`src/rtl/mem_stage_pkg.sv`:
```
// mem_stage_pkg: shared state, memory-op and access-size encodings for the MEM stage.
package mem_stage_pkg;
  typedef enum logic [1:0] {S_IDLE, S_LO, S_HI, S_DONE} state_e;
  localparam logic [1:0] OP_NONE = 2'b00;
  localparam logic [1:0] OP_RD   = 2'b01;
  localparam logic [1:0] OP_WR   = 2'b10;
  localparam logic SZ_BYTE = 1'b0;
  localparam logic SZ_WORD = 1'b1;
endpackage

```
`src/rtl/mem_stage_seq.sv`:
```
// mem_stage_seq: access FSM owning the byte-serial bus registers and captured read bytes.
module mem_stage_seq
  import mem_stage_pkg::*;
(
  input  logic        CLK,
  input  logic        RST,
  input  logic        start_i,
  input  logic        is_wr_i,
  input  logic        word_i,
  input  logic [15:0] addr_i,
  input  logic [15:0] wdata_i,
  input  logic        stall_i,
  input  logic [7:0]  rdata_i,
  input  logic        ack_i,
  output state_e      state_o,
  output logic        req_o,
  output logic        we_o,
  output logic [15:0] addr_o,
  output logic [7:0]  wdata_o,
  output logic [7:0]  data_lo_o,
  output logic [7:0]  data_hi_o
);
  state_e      state_q;
  logic        req_q, we_q;
  logic [15:0] addr_q;
  logic [7:0]  wdata_q, lo_q, hi_q;
  logic        acked;
  assign acked = ack_i && req_q;
  always_ff @(posedge CLK) begin
    if (RST) begin
      state_q <= S_IDLE;
      req_q   <= 1'b0;
      we_q    <= 1'b0;
      addr_q  <= '0;
      wdata_q <= '0;
      lo_q    <= '0;
      hi_q    <= '0;
    end else begin
      case (state_q)
        S_IDLE: if (start_i) begin
          state_q <= S_LO;
          req_q   <= 1'b1;
          we_q    <= is_wr_i;
          addr_q  <= addr_i;
          wdata_q <= wdata_i[7:0];
        end
        S_LO: if (acked) begin
          lo_q <= rdata_i;
          if (word_i) begin
            state_q <= S_HI;
            addr_q  <= addr_i + 16'd1;
            wdata_q <= wdata_i[15:8];
          end else begin
            state_q <= S_DONE;
            req_q   <= 1'b0;
            we_q    <= 1'b0;
          end
        end
        S_HI: if (acked) begin
          hi_q    <= rdata_i;
          state_q <= S_DONE;
          req_q   <= 1'b0;
          we_q    <= 1'b0;
        end
        default: if (!stall_i) state_q <= S_IDLE;
      endcase
    end
  end
  assign state_o   = state_q;
  assign req_o     = req_q;
  assign we_o      = we_q;
  assign addr_o    = addr_q;
  assign wdata_o   = wdata_q;
  assign data_lo_o = lo_q;
  assign data_hi_o = hi_q;
endmodule

```
`src/rtl/mem_stage.sv`:
```
// mem_stage: pipeline MEM stage; sequences byte-wide bus accesses and muxes results to the MEM latch.
module mem_stage
  import mem_stage_pkg::*;
(
  input  logic        CLK,
  input  logic        RST,
  input  logic        Valid_in,
  input  logic [4:0]  Wr_id_in,
  input  logic [7:0]  Fmask_in,
  input  logic [15:0] Result_in,
  input  logic [7:0]  Flags_in,
  input  logic [15:0] Addr_in,
  input  logic [1:0]  Mem_op_in,
  input  logic        Mem_size_in,
  input  logic        stall_in,
  output logic        mem_req,
  output logic        mem_we,
  output logic [15:0] mem_addr,
  output logic [7:0]  mem_wdata,
  input  logic [7:0]  mem_rdata,
  input  logic        mem_ack,
  output logic [4:0]  Wr_id_out,
  output logic [7:0]  Fmask_out,
  output logic [15:0] Result_out,
  output logic [7:0]  Flags_out,
  output logic        stall_out
);
  state_e     state;
  logic [7:0] data_lo, data_hi;
  logic       is_rd, is_wr, busy;
  assign is_rd = Mem_op_in == OP_RD;
  assign is_wr = Mem_op_in == OP_WR;
  mem_stage_seq u_seq (
    .CLK       (CLK),
    .RST       (RST),
    .start_i   (Valid_in && (is_rd || is_wr)),
    .is_wr_i   (is_wr),
    .word_i    (Mem_size_in == SZ_WORD),
    .addr_i    (Addr_in),
    .wdata_i   (Result_in),
    .stall_i   (stall_in),
    .rdata_i   (mem_rdata),
    .ack_i     (mem_ack),
    .state_o   (state),
    .req_o     (mem_req),
    .we_o      (mem_we),
    .addr_o    (mem_addr),
    .wdata_o   (mem_wdata),
    .data_lo_o (data_lo),
    .data_hi_o (data_hi)
  );
  // A memory op in IDLE stalls immediately so the launching cycle also emits a bubble.
  assign busy = (state == S_LO) || (state == S_HI) || (state == S_IDLE && Valid_in && (is_rd || is_wr));
  always_comb begin
    stall_out  = busy;
    Wr_id_out  = busy ? 5'd0 : Wr_id_in;
    Fmask_out  = busy ? 8'd0 : Fmask_in;
    Flags_out  = Flags_in;
    Result_out = (state == S_DONE && is_rd) ? {(Mem_size_in == SZ_WORD) ? data_hi : 8'h00, data_lo} : Result_in;
  end
endmodule

```
`config.mk`:
```
export PLATFORM = sky130hd
export DESIGN_NAME = mem_stage
export DESIGN_NICKNAME = d
export VERILOG_FILES = /design/src/rtl/mem_stage_pkg.sv /design/src/rtl/mem_stage_seq.sv /design/src/rtl/mem_stage.sv
export SDC_FILE = /design/constraint.sdc
export NUM_CORES = 1
export LEC_CHECK = 0
export ABC_CLOCK_PERIOD_IN_PS = 1800
export CAP_MARGIN = 30
export CORE_ASPECT_RATIO = 1.4
export CORE_MARGIN = 2
export CORE_UTILIZATION = 37
export CTS_CLUSTER_SIZE = 10
export DETAILED_ROUTE_END_ITERATION = 10
export PLACE_DENSITY = 0.86
export SLEW_MARGIN = 20
export SYNTH_ARGS = -nofsm -noshare
export SYNTH_HDL_FRONTEND = slang
export SYNTH_HIERARCHICAL = 1
export SYNTH_SLANG_ARGS = --single-unit
```
`constraint.sdc`:
```
create_clock -name CLK -period 1.8 [get_ports CLK]
set_clock_uncertainty 0.1 [all_clocks]
set_input_delay 0.36 -clock CLK [delete_from_list [all_inputs] [get_ports CLK]]
set_output_delay 0.36 -clock CLK [all_outputs]
set_load 0.03 [all_outputs]
```
* Yosys cells after proc, flatten, opt, wreduce, memory -nomap -nowiden
Index checks and enable logic that the tools add are counted.
Cells by class: reduce and logical (&&, ||, !) cells 16, add/sub/neg operators 1, eq/ne operators 11, mux-type cells 25
Operators with widths (count):
- $mux 16 | 4
- $mux 8 | 5
- $pmux 16 s2 | 1
- $add 16x1->16 const B | 1
- $pmux 8 s2 | 1
- $mux 2 | 4
- $reduce_and 4->1 | 2
- $eq 2x2->1 const B | 3
- $mux 1 | 6
- $ne 2x1->1 const B | 3
- $pmux 1 s3 | 2
- $pmux 2 s3 | 1
- $logic_and 1x1->1 | 5
- $mux 5 | 1
- $reduce_and 5->1 | 1
- $eq 2x1->1 const B | 2
- $ne 2x2->1 const B | 2
- $ne 4x1->1 const B | 1
- $reduce_and 2->1 | 2
- $logic_or 1x1->1 | 3
- $reduce_bool 3->1 | 1
- $logic_not 2->1 | 1
- $reduce_bool 2->1 | 1
Storage, ports and cells: input bits 69, word-level logic and storage cells 60, register bits 44

* Logic depth before layout (Yosys ltp)
word-level depth 5, gate-level depth with buffers 8, gate-level depth less buffers 7

* Cells and area by module
The synthesis kept the hierarchy.
Modules (own cells, without submodules):
- mem_stage_seq | cells an instance 216, seq. area each 880.8 sq um, instances 1, area an instance 2112.0 sq um
- mem_stage | cells an instance 72, seq. area each 0.0 sq um, instances 1, area an instance 650.6 sq um

* Worst setup path after synthesis
Ideal clock, no wire load.
path kind input to output, start in Mem_op_in[0], end out Fmask_out[7], data arrival time 1601 ps, setup slack -261 ps, cell stages on the path 4, cell sequence inv_1 > ha_1 > and3b_4 > nor3b_1
On the way: longest elaborated chain between the ends 5, elaborated cells on any way between the ends 6, those cells by class eq/ne: 2; mux: 1; reduce/logical: 3
Ends and longest elaborated chain:
- start: declaration | RTL line mem_stage.sv:13 | input logic [1:0] Mem_op_in,
- $eq 2x1->1 or $eq 2x2->1 (tied branches) | RTL line mem_stage.sv:31, mem_stage.sv:32
- $logic_or 1x1->1 * | RTL line mem_stage.sv:53 | assign busy = (state == S_LO) || (state == S_HI) || (state == S_IDLE && Valid_in && (is_rd || is_wr));
- $logic_and 1x1->1 * | RTL line mem_stage.sv:53
- $logic_or 1x1->1 * | RTL line mem_stage.sv:53
- $mux 8 * | RTL line mem_stage.sv:57 | Fmask_out = busy ? 8'd0 : Fmask_in;
- end: declaration | RTL line mem_stage.sv:23 | output logic [7:0] Fmask_out,
Mark *: on every way between the ends. The rest lies on a longest branch, timed or not.

* Worst setup path in the final report
start reg u_seq.state_q[0], in the netlist u_seq/state_o[0], end out Wr_id_out[1]
On the way: longest elaborated chain between the ends 5, elaborated cells on any way between the ends 8, those cells by class eq/ne: 2; mux: 1; reduce/logical: 5
Ends and longest elaborated chain:
- start: declaration | RTL line mem_stage_seq.sv:23 | state_e state_q;
- start signal: assignment | RTL line mem_stage_seq.sv:31 | state_q <= S_IDLE;
- start signal: assignment | RTL line mem_stage_seq.sv:41 | state_q <= S_LO;
- start signal: assignment | RTL line mem_stage_seq.sv:50 | state_q <= S_HI;
- $logic_not 2->1 | RTL line mem_stage.sv:53
- $logic_and 1x1->1 (2 in series) | RTL line mem_stage.sv:53
- $logic_or 1x1->1 * | RTL line mem_stage.sv:53
- $mux 5 * | RTL line mem_stage.sv:56 | Wr_id_out = busy ? 5'd0 : Wr_id_in;
- end: declaration | RTL line mem_stage.sv:22 | output logic [4:0] Wr_id_out,
Marked as above.

==> qor.yml <==
status: "complete, but fails checks"
violations: "negative setup slack"
timing.rr.end: "u_seq/req_o$_SDFFE_PP0P_"
synth_cell_types: 38
htree_levels: 2
synthArstFlopShare: 0
grt_remaining_overflow: 0
core-area_um2: 7310
final_util: 0.715
intPower_mw: 4.11
reg2reg_from: "u_seq/state_o[1]$_SDFFE_PP0P_"
synth_area_per_cell_um2: 9.59
drt_iter0_drc: 75
numCtsBuffers: 5
area_delta_synth_final_pct: 89.3
cts_root_buf: "clkbuf_8"
whs_path_depth: 2
ys_top_cells_by_count: "nor2_1, dfxtp_1, mux2i_1"
dr.pass1.iters: 4
cp-end-kind: "primary output"
fmax_mhz: 479
synthTopCellsByArea: "dfxtp_1, mux2i_1, nor2_1"
rows: 37
worstPathRequired_ns: 1.34
min-delay-start: "u_seq/addr_o[2]$_SDFFE_PP0P_"
hp-class: "reg -> reg"
via_per_inst: 5.09
antenna_found_initial: 0
num_antenna_cells: 0
wl_per_cell_um: 17.4
pwr-share-clk: 0.111
drv_cap: 0
place_congestion: 0.821
r2r_slack_ns: -0.25
tns_ns: -12.76
syn_inst: 288
drt_wl_total_um: 9530
power.share.switching: 0.437
die_x_um: 77.0
p_switching_mw: 3.20
io_pins: 133
netlist.area_leader.share: 0.319
grt_pass1_vias: 2954
grt_use_total: 0.217
grt_max_degree: 45
setup_viol: 65
worstSetupPathType: "reg -> out"
synthFlopType: "dfxtp_1"
synth_area_um2: 2760
ir_worst_vdd_mv: 1.04
synth.most_common_cell: "nor2_1"
fin_nets: 528
insertion_delay_ns: 0.29
fin_ws_ns: -0.289
dpl.hpwl_um: 6040
total_power_mw: 7.31
slew_viol_final: 0
syn_nets: 367
die_h_um: 106
cts_buffer_depth: 2
power_frac_seq: 0.203
clk_pin_slew_ns: 0.09
ant_nets: 0
cts_sinks: 44
rsz0062_at_grt: "yes"
hold_end: "u_seq/addr_o[2]$_SDFFE_PP0P_"
io_buffer_count: 116
powerDensity_nw_per_um2: 1400
drive_above_1_share: 0.473
cp-start-kind: "flip-flop"
via_count: 2786
start_util: 0.378
yosys.area.top_type: "dfxtp_1"
synth_warnings: 6
critPathMaxFanout: 6
r2r_cells: 10
hold_violations: 0
synth_edf_count: 0
route.detailed.drc: 0
synth-seq-area-share: 0.319
combPwrFrac: 0.686
period_needed_ns: 2.09
synth_seq_cells: 44
tritoncts: "built"
post-route-period-util: 1.16
p_leak_nw: 2.45
worstMarginPinSlew_ns: 0.348
cp_data_arrival_time_ns: 1.63
dieArea_um2: 8180
grt_pass1_wl_um: 14300
max-slew-margin-rel: 0.768
## power groups by stage
stage          clock (mW)  combinational [mW]  sequential (mW)
2_1_floorplan           0                1.72             1.91
3_3_place_gp            0                3.45             1.41
3_5_place_dp            0                3.53             1.43
4_1_cts             0.827                4.49             1.42
5_1_grt             0.864                5.25             1.52
6_report            0.812                5.01             1.49
## worst max path at each step
stage	startpoint	endpoint	cells after the start
6_report	u_seq/state_o[0]$_SDFFE_PP0P_	Wr_id_out[1]	7
5_1_grt	u_seq/state_o[0]$_SDFFE_PP0P_	Fmask_out[6]	7
4_1_cts	u_seq/state_o[0]$_SDFFE_PP0P_	stall_out	7
3_5_place_dp	Mem_op_in[1]	Result_out[7]	6
3_3_place_gp	Mem_op_in[1]	Result_out[6]	6
2_1_floorplan	Mem_op_in[0]	Fmask_out[7]	4
## metrics by stage
step | instances | hold slack, ns | worst slack (ns) | area (um2)
after detailed placement | 516 | 0.363 | -0.868 | 4270
after floorplan | 288 | 0.364 | -0.229 | 2870
final | 547 | 0.399 | -0.289 | 5230
after CTS | 542 | 0.381 | -0.268 | 4880
after global placement | 516 | 0.356 | -0.827 | 4270
after global routing | 547 | 0.417 | -0.337 | 5230
## worst max-delay path: stages (launching register included)
cell and delay, ns:
dfxtp_2 0.35, buf_6 0.11, inv_4 0.03, ha_4 0.14, and3b_4 0.21, buf_12 0.15
nor3b_4 0.18, buf_6 0.16
## cell families (layout without fill, tap and decap cells)
logic type / Yosys count / count (layout) / synth area share
buffers and inverters: 43 / 205 / 0.0847
adders and majority gates: 10 / 10 / 0.0453
AOI/OAI and AO/OA: 40 / 40 / 0.124
xor gates and xnor gates: 15 / 15 / 0.0476
DFF: 44 / 44 / 0.319
muxes: 34 / 34 / 0.138
and+or+nand+nor: 102 / 102 / 0.242
## per-layer routing
metal	up-vias	track usage	part of all wire
met5	-	0	0
met4	0	0.0497	0.016
met3	16	0.0433	0.053
met2	110	0.440	0.57
met1	1334	0.223	0.36
li1	1326	-	-
## registers in the layout, summed over array words and instances, names as in the netlist
signal	count
u_seq/addr_o	16
u_seq/data_hi_o	8
u_seq/data_lo_o	8
u_seq/req_o	1
u_seq/state_o	2
u_seq/wdata_o	8
u_seq/we_o	1
## what timing repair did
item | CTS | global route
setup buffers | 13 | 7
endpoints found under the setup margin | 63 | 91
hold buffers | 0 | 0
gates resized for setup | 110 | 84
cloned | 5 | 0
pin swaps | 26 | 26
## cell usage in the layout (no fill, tap or decap), types with 10 or more instances in the layout
master           synthesis  layout
nor2_1                  48      31
xnor2_1                 12      12
dlymetal6s2s_1           0      20
dfxtp_1                 44      41
buf_6                    4      34
inv_1                   17      12
nor2_4                   0      10
buf_4                    9      42
nand4_1                 10      10
a211oi_2                 5      22
mux2i_1                 26      25
clkdlybuf4s50_1          0      59
nor3b_4                  0      10
## final cells by class
| type | instances | area [um2] |
|---|---|---|
| timing repair buffer | 180 | 1870 |
| fill | 533 | 2090 |
| sequential | 44 | 885 |
| tap | 97 | 121 |
| clock buffer | 6 | 82.6 |
| multi-input combinational | 201 | 2150 |
| inverter | 17 | 80.1 |
| clock inverter | 2 | 38.8 |
Note: power is estimated with default switching activity, not from simulation.
